**config.mk**
```make
export PLATFORM = sky130hd
export DESIGN_NAME = keypad_4x4_scanner
export DESIGN_NICKNAME = d
export VERILOG_FILES = /design/src/rtl/keypad_4x4_scanner.sv
export SDC_FILE = /design/constraint.sdc
export NUM_CORES = 1
export LEC_CHECK = 0
export CORE_ASPECT_RATIO = 0.7
export CORE_UTILIZATION = 60
export CTS_CLUSTER_DIAMETER = 80
export DETAILED_ROUTE_END_ITERATION = 7
export PLACE_DENSITY = 0.82
export SYNTH_ARGS = -nofsm -noshare
export SYNTH_HDL_FRONTEND = slang
export SYNTH_SLANG_ARGS = --single-unit
```
**constraint.sdc**
```tcl
create_clock -name clk -period 4.2 [get_ports clk]
set_clock_uncertainty 0.05 [all_clocks]
set_input_delay 0.42 -clock clk [delete_from_list [all_inputs] [get_ports clk]]
set_output_delay 0.42 -clock clk [all_outputs]
set_load 0.02 [all_outputs]
```
**src/rtl/keypad_4x4_scanner.sv**
```systemverilog
// keypad_4x4_scanner: scans a 4x4 active-low matrix keypad one row per tick,
// debounces press and release, and emits {row,col} with a one-cycle strobe.
// Optional build macro: KEYPAD_REPEAT_EN adds auto-repeat strobes while held.
module keypad_4x4_scanner #(
  parameter int CLK_FREQ_HZ    = 27_000_000,
  parameter int SCAN_HZ        = 1_000,
  parameter int DEBOUNCE_SCANS = 4,
  parameter int REPEAT_SCANS   = 500
) (
  input  logic       clk,
  input  logic       rst_n,
  input  logic [3:0] col_n,
  output logic [3:0] row_n,
  output logic [3:0] key_code,
  output logic       key_valid,
  output logic       key_held
);

  localparam int TICK_DIV = CLK_FREQ_HZ / SCAN_HZ;
  localparam int TICK_W   = (TICK_DIV > 1) ? $clog2(TICK_DIV) : 1;
  localparam int DEB_W    = $clog2(DEBOUNCE_SCANS + 1);
  localparam logic [TICK_W-1:0] TICK_LAST  = TICK_W'(TICK_DIV - 1);
  localparam logic [DEB_W-1:0]  DEB_TARGET = DEB_W'(DEBOUNCE_SCANS);

  // Reject parameter sets the counters cannot represent.
  if (TICK_DIV < 2 || DEBOUNCE_SCANS < 2 || REPEAT_SCANS < 1) begin : g_bad_params
    $error("keypad_4x4_scanner: unsupported parameter values");
  end

  typedef enum logic [1:0] {ST_SCAN, ST_DEBOUNCE, ST_PRESSED} state_e;

  state_e              state_q, state_d;
  logic [TICK_W-1:0]   tick_cnt_q, tick_cnt_d;
  logic [1:0]          row_idx_q, row_idx_d;
  logic [3:0]          row_n_q, row_n_d;
  logic [1:0]          col_idx_q, col_idx_d;
  logic [DEB_W-1:0]    deb_cnt_q, deb_cnt_d;
  logic [DEB_W-1:0]    deb_inc;
  logic [3:0]          key_code_q, key_code_d;
  logic                key_valid_q, key_valid_d;
  logic                key_held_q, key_held_d;
  logic [3:0]          col_meta_q, col_sync_q;
  logic                tick;
  logic                col_any;
  logic [1:0]          col_first;

`ifdef KEYPAD_REPEAT_EN
  localparam int REP_W = $clog2(REPEAT_SCANS + 1);
  localparam logic [REP_W-1:0] REP_TARGET = REP_W'(REPEAT_SCANS);
  logic [REP_W-1:0] rep_cnt_q, rep_cnt_d;
`endif

  // Two-flop synchronizer for the asynchronous column inputs (idle = released).
  // NOTE: asynchronous reset on every flop here, including the synchronizer, so
  // a mid-press reset can never leave a stale "pressed" sample behind.
  always_ff @(posedge clk or negedge rst_n) begin
    if (!rst_n) begin
      col_meta_q <= 4'hF;
      col_sync_q <= 4'hF;
    end else begin
      col_meta_q <= col_n;
      col_sync_q <= col_meta_q;
    end
  end

  assign tick    = (tick_cnt_q == TICK_LAST);
  assign deb_inc = deb_cnt_q + 1'b1;

  // Lowest-index low column wins when several are pressed on one row.
  always_comb begin
    col_any   = 1'b1;
    col_first = 2'd0;
    if      (!col_sync_q[0]) col_first = 2'd0;
    else if (!col_sync_q[1]) col_first = 2'd1;
    else if (!col_sync_q[2]) col_first = 2'd2;
    else if (!col_sync_q[3]) col_first = 2'd3;
    else                     col_any   = 1'b0;
  end

  // Next-state logic: tick divider plus the scan/debounce/pressed FSM.
  // NOTE: every variable gets its hold/default value first so no path can
  // leave one unassigned and infer a latch.
  always_comb begin
    state_d     = state_q;
    tick_cnt_d  = tick ? '0 : tick_cnt_q + 1'b1;
    row_idx_d   = row_idx_q;
    col_idx_d   = col_idx_q;
    deb_cnt_d   = deb_cnt_q;
    key_code_d  = key_code_q;
    key_valid_d = 1'b0;
    key_held_d  = key_held_q;
`ifdef KEYPAD_REPEAT_EN
    rep_cnt_d   = rep_cnt_q;
`endif
    if (tick) begin
      case (state_q)
        ST_SCAN: begin
          if (col_any) begin
            col_idx_d = col_first;
            deb_cnt_d = DEB_W'(1);
            state_d   = ST_DEBOUNCE;
          end else begin
            row_idx_d = row_idx_q + 1'b1;
          end
        end
        ST_DEBOUNCE: begin
          if (col_any && (col_first == col_idx_q)) begin
            if (deb_inc == DEB_TARGET) begin
              key_valid_d = 1'b1;
              key_code_d  = {row_idx_q, col_idx_q};
              key_held_d  = 1'b1;
              deb_cnt_d   = '0;
              state_d     = ST_PRESSED;
`ifdef KEYPAD_REPEAT_EN
              rep_cnt_d   = '0;
`endif
            end else begin
              deb_cnt_d = deb_inc;
            end
          end else begin
            // Bounce or a displacing key on the same row: restart the scan.
            deb_cnt_d = '0;
            row_idx_d = row_idx_q + 1'b1;
            state_d   = ST_SCAN;
          end
        end
        ST_PRESSED: begin
          if (col_sync_q[col_idx_q] && (deb_inc == DEB_TARGET)) begin
            deb_cnt_d  = '0;
            key_held_d = 1'b0;
            row_idx_d  = row_idx_q + 1'b1;
            state_d    = ST_SCAN;
`ifdef KEYPAD_REPEAT_EN
            rep_cnt_d  = '0;
`endif
          end else begin
            deb_cnt_d = col_sync_q[col_idx_q] ? deb_inc : '0;
`ifdef KEYPAD_REPEAT_EN
            if (rep_cnt_q + 1'b1 == REP_TARGET) begin
              key_valid_d = 1'b1;
              rep_cnt_d   = '0;
            end else begin
              rep_cnt_d = rep_cnt_q + 1'b1;
            end
`endif
          end
        end
        default: begin
          state_d   = ST_SCAN;
          deb_cnt_d = '0;
        end
      endcase
    end
    row_n_d = ~(4'b0001 << row_idx_d);
  end

  // State registers; row drive is registered so the keypad sees no decode glitches.
  // NOTE: non-blocking assignments only, so every flop samples pre-edge values.
  always_ff @(posedge clk or negedge rst_n) begin
    if (!rst_n) begin
      state_q     <= ST_SCAN;
      tick_cnt_q  <= '0;
      row_idx_q   <= 2'd0;
      row_n_q     <= 4'b1110;
      col_idx_q   <= 2'd0;
      deb_cnt_q   <= '0;
      key_code_q  <= 4'd0;
      key_valid_q <= 1'b0;
      key_held_q  <= 1'b0;
`ifdef KEYPAD_REPEAT_EN
      rep_cnt_q   <= '0;
`endif
    end else begin
      state_q     <= state_d;
      tick_cnt_q  <= tick_cnt_d;
      row_idx_q   <= row_idx_d;
      row_n_q     <= row_n_d;
      col_idx_q   <= col_idx_d;
      deb_cnt_q   <= deb_cnt_d;
      key_code_q  <= key_code_d;
      key_valid_q <= key_valid_d;
      key_held_q  <= key_held_d;
`ifdef KEYPAD_REPEAT_EN
      rep_cnt_q   <= rep_cnt_d;
`endif
    end
  end

  assign row_n     = row_n_q;
  assign key_code  = key_code_q;
  assign key_valid = key_valid_q;
  assign key_held  = key_held_q;

endmodule

```
==> Yosys cells after proc, flatten, opt, wreduce, memory -nomap -nowiden <==
Index checks and enable logic that the tools add are counted.
{ "word_totals": {"regBits": 42, "latch_bits": 0, "ram_bits": 0, "rom_bits": 0, "input_bits": 6, "out_inout_bits": 10, "wordCells": 71, "n_memories": 0} }
{ "classes": {"addsub": 3, "mul": 0, "div": 0, "magnitude_cmp": 1, "eq_ne": 10, "shift": 1, "mux": 35, "n_bitwise": 1, "reduce_logical": 9} }
{ "ops": {"columns": ["op", "count"], "rows": [
  ["two-way mux 2 bit", 12],
  ["adder 15 x 1 -> 15 bit (second input constant)", 1],
  ["equality test 15 bit (second input constant)", 1],
  ["two-way mux 15 bit", 1],
  ["two-way mux 3 bit", 5],
  ["two-way mux 1 bit", 12],
  ["one-hot mux 2 bit (3 select lines)", 2],
  ["one-hot mux 3 bit (3 select lines)", 1],
  ["!= test 2 bit (second input constant)", 4],
  ["AND reduction 4 bit", 2],
  ["AND reduction 5 bit", 1],
  ["inverter 4 bit", 1],
  ["<< shifter 1 x 2 -> 4 bit (first input constant)", 1],
  ["adder 3 x 1 -> 3 bit (second input constant)", 1],
  ["equality test 3 bit (second input constant)", 1],
  ["< comparator 2 x 3 -> 1 bit (second input constant)", 1],
  ["!= test 3 bit (second input constant)", 1],
  ["AND reduction 3 bit", 1],
  ["adder 2 x 1 -> 2 bit (second input constant)", 1],
  ["binary-select mux 1 bit (select 2 bit)", 1],
  ["equality test 2 x 1 -> 1 bit (second input constant)", 1],
  ["equality test 2 bit", 1],
  ["equality test 2 bit (second input constant)", 1],
  ["logical AND 1 bit", 2],
  ["other kinds (4)", 4]
]} }

==> Logic depth before layout (Yosys ltp) <==
Gate-level depths: netlist (run 1).
{ "depth": {"word_depth": 11, "mapped_depth": 6, "depth_no_buf": 6} }

==> Worst setup path after synthesis (run 1) <==
Ideal clock, no wire load.
{ "synth_path": {"kind": "reg-to-reg", "startpoint": "register tick_cnt_q[3]", "endpoint": "register row_idx_q[1]", "setup_ps": 124, "arrival_time_ps": 2076, "required_time_ps": 4026, "path_slack_ps": 1950, "stages_incl_launch_ff": 6, "n_path_buf": 0, "synth_period_minus_slack_ps": 2250, "cell_sequence": "dfrtp_1 -> or4b_4 -> nor4_4 -> nand3_1 -> or3_1 -> a211o_1"} }
{ "synth_between": {"elab_chain_len": 2} }
{ "synth_lines": {"columns": ["item", "line_no", "rtl"], "rows": [
  ["start: declaration", "33", "logic [TICK_W-1:0] tick_cnt_q, tick_cnt_d;"],
  ["start signal: assignment", "175", "tick_cnt_q <= tick_cnt_d;"],
  ["equality test 15 bit", "66", "assign tick = (tick_cnt_q == TICK_LAST);"],
  ["two-way mux 2 bit", "95", "if (tick) begin"],
  ["via row_idx_d[1]", "34", "logic [1:0] row_idx_q, row_idx_d;"],
  ["end signal: assignment", "176", "row_idx_q <= row_idx_d;"],
  ["end: declaration", "34", null]
]} }
The timed path passes the listed nets, and every way through them passes these cells.
A chain may end at the register's enable or synchronous reset.

==> Worst setup path after layout (run 1) <==
{ "layout_path": {"startpoint": "register deb_cnt_q[0]", "endpoint": "register row_idx_q[1]"} }
{ "layout_between": {"elab_chain_len": 6} }
{ "layout_lines": {"columns": ["item", "line_no", "rtl"], "rows": [
  ["start: declaration", "37", "logic [DEB_W-1:0] deb_cnt_q, deb_cnt_d;"],
  ["start signal: assignment", "179", "deb_cnt_q <= deb_cnt_d;"],
  ["adder 3 x 1 -> 3 bit", "67", "assign deb_inc = deb_cnt_q + 1'b1;"],
  ["equality test 3 bit", "128", "if (col_sync_q[col_idx_q] && (deb_inc == DEB_TARGET)) begin"],
  ["logical AND 1 bit", "128", null],
  ["two-way mux 2 bit", "128", null],
  ["one-hot mux 2 bit (3 select lines)", "96", "case (state_q)"],
  ["two-way mux 2 bit", "95", null],
  ["via row_idx_d[1]", "34", null]
]} }
The timed path passes the listed nets, and every way through them passes these cells.

==> metrics.md, run 1 <==
| Metric | Value |
|---|---|
| Clock transition at path regs | about 80 ps |
| Slew HR | approximately two fifths |
| Area growth syn-to-layout | 13.6% |
| Die ar. | about 3600 µm² |
| CP startpoint kind | register |
| Pin count of the biggest net entering global routing | 43 |
| Count of final setup violators | 0 |
| Initial core utilization | between 60% and 70% |
| GRT overflow | 0 |
| RSZ-0062 raised after global routing | false |
| Hold WC Path Type | in2async |
| Arr. time, crit path | 2620 ps |
| TritonCTS buffer count | 5 |
| Starting DRT DRC Count | 233 |
| DRT Pass-1 Iters | 4 |
| Global Route Usage Sum | between 20% and 30% |
| Post-synthesis compound-gate area fraction | 10.1% |
| Maxcap violations | 0 |
| Total power | 0.000692 W |
| Fin crit period | 2490 ps |
| Ys Warns | 0 |
| Remaining antenna violation count after routing | 0 |
| Dpl cell area | 2210 µm² |
| Adder-Cell Fraction of Synth Area | approximately 1.9% |
| Clk_lat worst skew | approximately 300 ps |
| Post-CTS Setup Bufs | 0 |
| Post-CTS sizing | 0 |
| P per Cell Area | 301 nW/µm² |
| Yosys reg bits | 42 |
| Synth Net Count | approximately 200 |
| I/O pin total | 16 |
| Final nets | about 220 |
| Slew Viols, Final | 0 |
| Number of antenna diodes | 0 |
| Port bufs | 15 |
| Period utilization | 59.2% |
| Sum Neg Setup Slack | 0 ps |
| Clk buf depth | 2 |
| WS Path Type | reg2reg |
| Die Y | 50.6 µm |
| Vias in the first global route | around 1400 |
| Core area | 3190 µm² |
| Main combinational cell family by area after synthesis | simple AND/OR/NAND/NOR gates |
| Register area share after synthesis | a little over half |
| CTS tree | built |
| Primary FF master, synth | dfrtp_1 |
| Peak VDD IR | around 250 µV |
| Post-synth EDFFs | 0 |
| Post-DP HPWL | around 2800 µm |
| Hold bufs inserted after CTS | 0 |
| Vias | roughly 1500 |
| Finished Core Util | ~72% |
| Post-Synth XOR/XNOR Area | about 6% |
| Final worst slack | around 1700 ps |
| Post-Syn Area per Cell | about 10 µm² |
| Synth Area in Simple Gates | 23.4% |
| Routability Congestion | about 0.93 |
| CTS sink count | 42 |
| CTS H-tree depth | 2 |
| First-pass GRT wire length | around 6600 µm |
| # rows | 17 |
| Mux cell area share after synthesis | between 3 and 4% |
| Post-synth ARST share | 100% |
| Post-route cell area | around 2300 µm² |
| Pre-CTS setup slack | 1780 ps |
| Final hold viol count | 0 |
| Data required, critical path | approximately 4300 ps |
| Crit path capture type | register |
| Via density per instance | 6.12 |
| Drt total wl | ~3900 µm |
| Share of layout cells above drive strength 1 | between 10 and 15% |
| Initial antenna violation count | 0 |
| Fmax | a little over 0.4 GHz |
| Die span in x | 71.4 µm |
| Most frequent cells in the layout | dfrtp_1 (31), nand2_1 (21), nor2_1 (20) |
| Worst-margin pin slew | between 800 and 900 ps |
| Synthesized cell area | 2020 µm² |
| Unique masters post-synth | 40 |
| Status | completed |
| Most common cell after layout, fill and taps aside | dfrtp_1 |
| Critical Path Fanout Max | 6 |
| FF-to-FF path depth | 6 |
| Routed WL per cell | 15.6 µm |
| P_leak | slightly below 1 nW |
| Detailed-route DRC error count | 0 |
| Root buf cell | clkbuf_8 |
| Post-synthesis cell count | 195 |
-- sequential cells by signal (all words and copies together), names as in the netlist --
signal and flops:
key_code 4, deb_cnt_q 3, col_meta_q 4, tick_cnt_q 15, state_q 2, col_sync_q 4, key_valid 1, key_held 1
row_idx_q 2, col_idx_q 2, row_n 4
-- logic make-up after synthesis --
kind of cell    count (synthesis)
xor+xnor                       14
simple gates                   87
compound gates                 31
fa+ha+maj                       3
flops                          42
mux                             7
buf+inv                        11
-- worst max-delay path, cell delays in order (launching register included) --
cell,delay (ps)
dfrtp_1,430
ha_1,260
xnor2_1,160
nor2b_1,370
o221ai_1,330
or3_1,460
a211o_1,310
-- layer usage --
metal  vias up  track usage, %  wire (µm)
met5         -               0          0
met4         0            7.33         42
met3         8            8.23        216
met2        50            35.7       1780
met1       755            35.7       1900
li1        736               -          -
-- synth_stat cells, types with 2 or more instances --
cell,number,area (µm²)
nand3_1,8,40.0
dfrtp_1,31,776
nor2b_1,2,12.5
a21oi_1,7,35.0
inv_1,7,26.3
a211o_1,2,17.5
nand4_1,6,37.5
xnor2_1,5,43.8
nand2_1,21,78.8
nand2b_1,3,18.8
a31oi_1,3,18.8
a2111oi_0,2,17.5
nor3_1,5,25.0
nand4b_1,3,26.3
o21ai_0,8,40.0
clkbuf_1,4,15.0
xor2_1,9,78.8
mux2_2,7,78.8
dfstp_2,11,289
or3_1,3,18.8
and3_1,4,25.0
nand4bb_1,2,22.5
nor2_1,20,75.1
o31a_1,2,17.5
nor4_1,3,18.8
ha_1,3,37.5
-- area by class of cell --
class / count / area [µm²]
Clock buffer: 5 / 68.8
Tap cell: 38 / 47.5
Sequential cell: 42 / 1060
Timing Repair Buffer: 16 / 153
Clock inverter: 3 / 21.3
Fill cell: 233 / 892
Inverter: 7 / 26.3
Multi-Input combinational cell: 142 / 917
-- final timing paths --
path	slack (ps)	endpoint	start
worst min register to register	310	col_sync_q[0]$_DFF_PN1_	col_meta_q[0]$_DFF_PN1_
worst max register to register	1710	row_idx_q[1]$_DFF_PN0_	deb_cnt_q[0]$_DFFE_PN0P_
worst min-delay path	190	deb_cnt_q[2]$_DFFE_PN0P_	rst_n
min in group clk	310	col_sync_q[0]$_DFF_PN1_	col_meta_q[0]$_DFF_PN1_
max in group asynchronous	3350	key_code[3]$_DFFE_PN0P_	rst_n
worst max-delay path	1710	row_idx_q[1]$_DFF_PN0_	deb_cnt_q[0]$_DFFE_PN0P_
-- through the flow --
stage	instances	hold slack [ps]
floorplan	195	74.4
global placement	245	297
detailed placement	245	297
CTS	253	220
global route	253	263
finish	253	189
-- power breakdown --
part	leakage (nW)	total, W	internal (W)	switching (W)
Combinational	0.402	0.0000192	0.00000667	0.0000125
Sequential	0.535	0.000415	0.000411	0.00000356
Clock	0.0441	0.000258	0.000117	0.000142
Total	0.980	0.000692	0.000535	0.000158
Power figures use the tool's default switching activity.
==> run 2: changes to the inputs <==
--- a/config.mk
+++ b/config.mk
@@ -6,10 +6,10 @@
 export NUM_CORES = 1
 export LEC_CHECK = 0
 export CORE_ASPECT_RATIO = 0.7
-export CORE_UTILIZATION = 60
+export CORE_UTILIZATION = 57
 export CTS_CLUSTER_DIAMETER = 80
 export DETAILED_ROUTE_END_ITERATION = 7
-export PLACE_DENSITY = 0.82
+export PLACE_DENSITY = 0.78
 export SYNTH_ARGS = -nofsm -noshare
 export SYNTH_HDL_FRONTEND = slang
 export SYNTH_SLANG_ARGS = --single-unit
==> constraint.sdc (replaced) <==
create_clock -name clk -period 2.6 [get_ports clk]
set_clock_uncertainty 0.05 [all_clocks]
set_input_delay 0.26 -clock clk [delete_from_list [all_inputs] [get_ports clk]]
set_output_delay 0.26 -clock clk [all_outputs]
set_load 0.02 [all_outputs]
==> metrics.md, run 2 (synthesis results as in run 1) <==
| Metric | Value |
|---|---|
| Status | completed (unchanged) |
| Post-CTS sizing | 0 (unchanged) |
| RSZ-0062 raised after global routing | false (unchanged) |
| Die ar. | 3800 µm² (was 3610 µm²) |
| Worst-margin pin slew | 875 ps (was 897 ps) |
| FILL cells | 248 (was 233) |
| Post-DP HPWL | 2860 µm (was 2770 µm) |
| Reg-to-reg critical path startpoint | tick_cnt_q[3]$_DFF_PN0_ (was deb_cnt_q[0]$_DFFE_PN0P_) |
| Vias in the first global route | 1446 (was 1392) |
| Storage cell area | 1060 µm² (unchanged) |
| First-pass GRT wire length | 6730 µm (was 6640 µm) |
| Sum Neg Setup Slack | 0 ps (unchanged) |
| FF-to-FF path depth | 6 (unchanged) |
| Fin crit period | 2480 ps (was 2490 ps) |
| Number of antenna diodes | 0 (unchanged) |
| Finished Core Util | 71.3% (was 72.0%) |
| CTS H-tree depth | 2 (unchanged) |
| Critical Path Fanout Max | 15 (was 6) |
| Period utilization | 95.5% (was 59.2%) |
| Total power | 0.00113 W (was 0.000692 W) |
| Arr. time, crit path | 2670 ps (was 2620 ps) |
| Number of flip-flops in the largest register | 15 (unchanged) |
| Vias | 1584 (was 1549) |
| Dpl cell area | 2230 µm² (was 2210 µm²) |
| Slew HR | 41.7% (was 40.2%) |
| Core area | 3250 µm² (was 3190 µm²) |
| DRT Pass-1 Iters | 4 (unchanged) |
| Fmax | 0.403 GHz (was 0.402 GHz) |
| Peak VDD IR | 448 µV (was 250 µV) |
| Hold WC Path Type | in2async (unchanged) |
| R2R setup slack | 120 ps (was 1710 ps) |
| Post-route cell area | 2320 µm² (was 2300 µm²) |
| Share of layout cells above drive strength 1 | 14.4% (was 14.0%) |
| Global Route Usage Sum | 25.0% (was 24.8%) |
| Post-CTS Setup Bufs | 0 (unchanged) |
| Detailed-route DRC error count | 0 (unchanged) |
| Die span in x | 73.2 µm (was 71.4 µm) |
| Final hold viol count | 0 (unchanged) |
| Hold bufs inserted after CTS | 0 (unchanged) |
| Initial antenna violation count | 0 (unchanged) |
| Clk_lat worst skew | 300 ps (about the same) |
| Drt total wl | 4030 µm (was 3940 µm) |
| Top reg by flops | tick_cnt_q (unchanged) |
| Die Y | 51.8 µm (was 50.6 µm) |
| P_leak | 0.985 nW (was 0.980 nW) |
| Initial core utilization | 62.2% (was 63.4%) |
| WS Path Type | reg2reg (unchanged) |
| GRT overflow | 0 (unchanged) |
| Routed WL per cell | 15.3 µm (was 15.6 µm) |
| Port bufs | 15 (unchanged) |
| Starting DRT DRC Count | 157 (was 233) |
| I/O pin total | 16 (unchanged) |
| Crit path capture type | register (unchanged) |
| Most frequent cells in the layout | dfrtp_1 (31), nand2_1 (21), nor2_1 (20) (unchanged) |
| Clock transition at path regs | 90 ps (was 80 ps) |
| Clk buf depth | 2 (unchanged) |
| Reg-to-reg endpoint | deb_cnt_q[2]$_DFFE_PN0P_ (was row_idx_q[1]$_DFF_PN0_) |
| Via density per instance | 6.02 (was 6.12) |
| Pin count of the biggest net entering global routing | 43 (unchanged) |
| Root buf cell | clkbuf_8 (unchanged) |
| Most common cell after layout, fill and taps aside | dfrtp_1 (unchanged) |
| Final nets | 224 (was 223) |
| Multi-input logic area | 917 µm² (unchanged) |
| # rows | 17 (unchanged) |
| Area growth syn-to-layout | 14.7% (was 13.6%) |
| TritonCTS buffer count | 5 (unchanged) |
| Count of final setup violators | 0 (unchanged) |
| P per Cell Area | 488 nW/µm² (was 301 nW/µm²) |
| Slew Viols, Final | 0 (unchanged) |
| Maxcap violations | 0 (unchanged) |
| Remaining antenna violation count after routing | 0 (unchanged) |
| Routability Congestion | 0.897 (was 0.930) |
| CTS tree | built (unchanged) |
| CP startpoint kind | register (unchanged) |
| CTS sink count | 42 (unchanged) |
| Data required, critical path | 2790 ps (was 4340 ps) |
-- run 2: changes by cell type in the layout (fill, tap and decap cells not counted) --
cell,before,now
inv_6,0,1
clkinv_2,1,0
buf_4,1,2
-- run 2: worst max path at each step --
stage | startpoint | end | slack (ps) | cells after the start
2_1_floorplan | tick_cnt_q[3]$_DFF_PN0_ | row_idx_q[1]$_DFF_PN0_ | 350 | 5
3_3_place_gp | deb_cnt_q[0]$_DFFE_PN0P_ | row_idx_q[1]$_DFF_PN0_ | 310 | 6
3_5_place_dp | tick_cnt_q[3]$_DFF_PN0_ | deb_cnt_q[2]$_DFFE_PN0P_ | 220 | 6
4_1_cts | deb_cnt_q[0]$_DFFE_PN0P_ | row_idx_q[1]$_DFF_PN0_ | 180 | 6
5_1_grt | tick_cnt_q[3]$_DFF_PN0_ | deb_cnt_q[2]$_DFFE_PN0P_ | 50 | 6
6_report | tick_cnt_q[3]$_DFF_PN0_ | deb_cnt_q[2]$_DFFE_PN0P_ | 120 | 6
-- run 2: worst max-delay path, cell delays in order (launching register included) --
cell and delay, ps:
dfrtp_1 450, or4b_4 570, nor4_4 290, buf_4 250
nand2_1 140, a2111oi_0 490, or3_1 190
-- run 2: routing by layer --
layer	vias to the layer above	share of wire, %	wire (µm)	track usage (%)
li1	743	-	-	-
met2	53	45	1820	35.5
met4	0	1.4	55	11.8
met1	782	48	1960	34.8
met3	6	4.9	197	8.14
met5	-	0	0	0
-- run 2: area by class of cell --
type,instances,share of cell area [%]
Clock buffer,5,2.96
Clock inverter,3,1.08
Inverter,7,1.13
Multi-Input combinational cell,142,39.5
Sequential cell,42,45.9
Tap cell,47,2.53
Timing Repair Buffer,17,6.90
-- run 2: power by group --
part | switching (W) | internal (W) | leakage, nW
logic | 0.0000201 | 0.0000108 | 0.406
registers | 0.00000594 | 0.000664 | 0.535
clock network | 0.000237 | 0.000194 | 0.0447
total | 0.000263 | 0.000869 | 0.985
-- run 2: stage by stage --
| step | hold slack [ps] | setup slack, ps | std cells |
|---|---|---|---|
| global placement | 298 | 307 | 255 |
| detailed placement | 297 | 223 | 255 |
| global route | 90.2 | 47.1 | 263 |
| CTS | 48.5 | 182 | 263 |
| floorplan | -85.6 | 350 | 195 |
| finish | 20.4 | 116 | 263 |
==> run 3: changes to the inputs <==
--- a/config.mk
+++ b/config.mk
@@ -5,10 +5,12 @@
 export SDC_FILE = /design/constraint.sdc
 export NUM_CORES = 1
 export LEC_CHECK = 0
+export ABC_CLOCK_PERIOD_IN_PS = 2600
 export CORE_ASPECT_RATIO = 0.7
 export CORE_UTILIZATION = 57
 export CTS_CLUSTER_DIAMETER = 80
 export DETAILED_ROUTE_END_ITERATION = 7
+export GPL_TIMING_DRIVEN = 0
 export PLACE_DENSITY = 0.78
 export SYNTH_ARGS = -nofsm -noshare
 export SYNTH_HDL_FRONTEND = slang
==> metrics.md, run 3 (synthesis results as in run 1) <==
| Metric | Value |
|---|---|
| Status | completed (unchanged) |
| WP buf/inv | 0 (was 1) |
| Post-CTS Setup Bufs | 0 (unchanged) |
| Share of layout cells above drive strength 1 | 13.3% (was 14.4%) |
| P_leak | 0.987 nW (was 0.985 nW) |
| Clk_lat worst skew | 290 ps (was 300 ps) |
| Clk buf depth | 2 (unchanged) |
| Sequential share of power | 55.3% (was 59.2%) |
| Routability Congestion | 0.912 (was 0.897) |
| Peak VDD IR | 430 µV (was 448 µV) |
| FILL cells | 234 (was 248) |
| CP startpoint kind | register (unchanged) |
| Sw Pwr | 0.000251 W (was 0.000263 W) |
| Int Power | 0.000962 W (was 0.000869 W) |
| Number of antenna diodes | 0 (unchanged) |
| Reg-to-reg critical path startpoint | deb_cnt_q[0]$_DFFE_PN0P_ (was tick_cnt_q[3]$_DFF_PN0_) |
| CTS tree | built (unchanged) |
| Non-filler instance count after layout | 265 (was 263) |
| Hold WC Path Type | in2async (unchanged) |
| Initial core utilization | 62.2% (unchanged) |
| Origin of the worst setup path | deb_cnt_q[0]$_DFFE_PN0P_ (was tick_cnt_q[3]$_DFF_PN0_) |
| R2R setup slack | 60 ps (was 120 ps) |
| Die Y | 51.8 µm (unchanged) |
| Switching Share | 20.7% (was 23.2%) |
| GRT overflow | 0 (unchanged) |
| Maxcap violations | 0 (unchanged) |
| Detailed-route DRC error count | 0 (unchanged) |
| Placed Instances | 257 (was 255) |
| Root buf cell | clkbuf_8 (unchanged) |
| Starting DRT DRC Count | 253 (was 157) |
| First-pass GRT wire length | 6840 µm (was 6730 µm) |
| Fin crit period | 2540 ps (was 2480 ps) |
| FF-to-FF path depth | 6 (unchanged) |
| Slew Viols, Final | 0 (unchanged) |
| Period utilization | 97.6% (was 95.5%) |
| Hold bufs inserted after CTS | 0 (unchanged) |
| Arr. time, crit path | 2670 ps (about the same) |
| CTS sink count | 42 (unchanged) |
| Logic pwr share | 2.6% (was 2.7%) |
| Fmax | 0.394 GHz (was 0.403 GHz) |
| Worst path max stage delay | 490 ps (was 570 ps) |
| RSZ-0062 raised after global routing | false (unchanged) |
| # rows | 17 (unchanged) |
| Slowest-stage cell, CP | or3_1 (was or4b_4) |
| Vias | 1587 (was 1584) |
| Total power | 0.00121 W (was 0.00113 W) |
| Top reg by flops | tick_cnt_q (unchanged) |
| Port bufs | 15 (unchanged) |
| Vias in the first global route | 1467 (was 1446) |
| Post-CTS sizing | 0 (unchanged) |
| Number of flip-flops in the largest register | 15 (unchanged) |
| CP Cell Sequence | ha_1 > xnor2_1 > nor2b_1 > o221ai_1 > or3_1 > o31a_1 (was or4b_4 > nor4_4 > buf_4 > nand2_1 > a2111oi_0 > or3_1) |
| TritonCTS buffer count | 5 (unchanged) |
| DRT Pass-1 Iters | 4 (unchanged) |
| Storage cell area | 1060 µm² (unchanged) |
| Core area | 3250 µm² (unchanged) |
| Routed WL per cell | 15.6 µm (was 15.3 µm) |
| Crit path capture type | register (unchanged) |
| I/O pin total | 16 (unchanged) |
| Clock power frac | 42.1% (was 38.0%) |
| Sum Neg Setup Slack | 0 ps (unchanged) |
| Reg-to-reg endpoint | row_n[0]$_DFF_PN0_ (was deb_cnt_q[2]$_DFFE_PN0P_) |
| WS Path Type | reg2reg (unchanged) |
| Drt total wl | 4130 µm (was 4030 µm) |
| Final hold viol count | 0 (unchanged) |
| Most common cell after layout, fill and taps aside | dfrtp_1 (unchanged) |
| Clock transition at path regs | 80 ps (was 90 ps) |
| Via density per instance | 5.99 (was 6.02) |
| Slew HR | 39.8% (was 41.7%) |
| Die span in x | 73.2 µm (unchanged) |
| Pin count of the biggest net entering global routing | 43 (unchanged) |
| Worst-margin pin slew | 903 ps (was 875 ps) |
| CTS H-tree depth | 2 (unchanged) |
| CP top delay family | simple AND/OR/NAND/NOR gates (unchanged) |
| Count of final setup violators | 0 (unchanged) |
| Critical Path Fanout Max | 6 (was 15) |
| Area growth syn-to-layout | 15.8% (was 14.7%) |
| Final nets | 226 (was 224) |
| Post-DP HPWL | 2940 µm (was 2860 µm) |
| P per Cell Area | 517 nW/µm² (was 488 nW/µm²) |
| Global Route Usage Sum | 25.1% (was 25.0%) |
| Die ar. | 3800 µm² (unchanged) |
| Most frequent cells in the layout | dfrtp_1 (31), nand2_1 (21), nor2_1 (20) (unchanged) |
| Remaining antenna violation count after routing | 0 (unchanged) |
| Initial antenna violation count | 0 (unchanged) |
| Data required, critical path | 2730 ps (was 2790 ps) |
| Multi-input logic area | 923 µm² (was 917 µm²) |
-- run 3: changes by cell type in the layout (fill, tap and decap cells not counted) --
cell | before | now
inv_6 | 1 | 0
clkinv_4 | 1 | 0
clkbuf_1 | 0 | 5
o2111ai_2 | 0 | 1
bufinv_16 | 0 | 1
o2111ai_1 | 1 | 0
buf_4 | 2 | 0
-- run 3: power groups by stage --
| stage | registers [W] | clock network [W] | logic, W |
|---|---|---|---|
| final | 0.000671 | 0.000510 | 0.0000312 |
| after global routing | 0.000671 | 0.000543 | 0.0000360 |
| after CTS | 0.000670 | 0.000516 | 0.0000321 |
| after detailed placement | 0.000683 | 0 | 0.0000317 |
| after global placement | 0.000682 | 0 | 0.0000312 |
| after floorplan | 0.000681 | 0 | 0.00000969 |
-- run 3: how the worst max path moves through the flow --
| stage | end | slack, ps | cells after the start |
|---|---|---|---|
| floorplan | row_idx_q[1]$_DFF_PN0_ | 350 | 5 |
| global placement | row_idx_q[1]$_DFF_PN0_ | 210 | 5 |
| detailed placement | row_n[0]$_DFF_PN0_ | 160 | 5 |
| CTS | row_n[0]$_DFF_PN0_ | 130 | 6 |
| global route | row_n[0]$_DFF_PN0_ | 10 | 6 |
| finish | row_n[0]$_DFF_PN0_ | 60 | 6 |
-- run 3: metal layers --
metal	wire, µm	track usage (%)	vias to the layer above
met2	1840	36.9	69
li1	-	-	742
met4	83	11.8	0
met3	296	5.62	14
met5	0	0	-
met1	1900	35.3	762
-- run 3: final cells by class --
type / count / area share (%)
clock buffers: 6 / 3.10
repair buffers: 15 / 6.19
multi-input cells: 142 / 39.4
clock inverters: 2 / 1.60
plain buffers: 4 / 0.641
flip-flops and latches: 42 / 45.4
inverters: 7 / 1.12
well taps: 47 / 2.51
-- run 3: metrics by stage --
stage                     setup slack [ps]  hold WS [ps]  cell area [µm²]  util [%]
after floorplan                        350         -85.6             2020         -
after global placement                 209           296             2230      68.6
after detailed placement               163           300             2230      68.4
after CTS                              128          69.5             2340      71.8
after global routing                  14.1           131             2340      72.0
final                                 62.5          40.2             2340      72.0
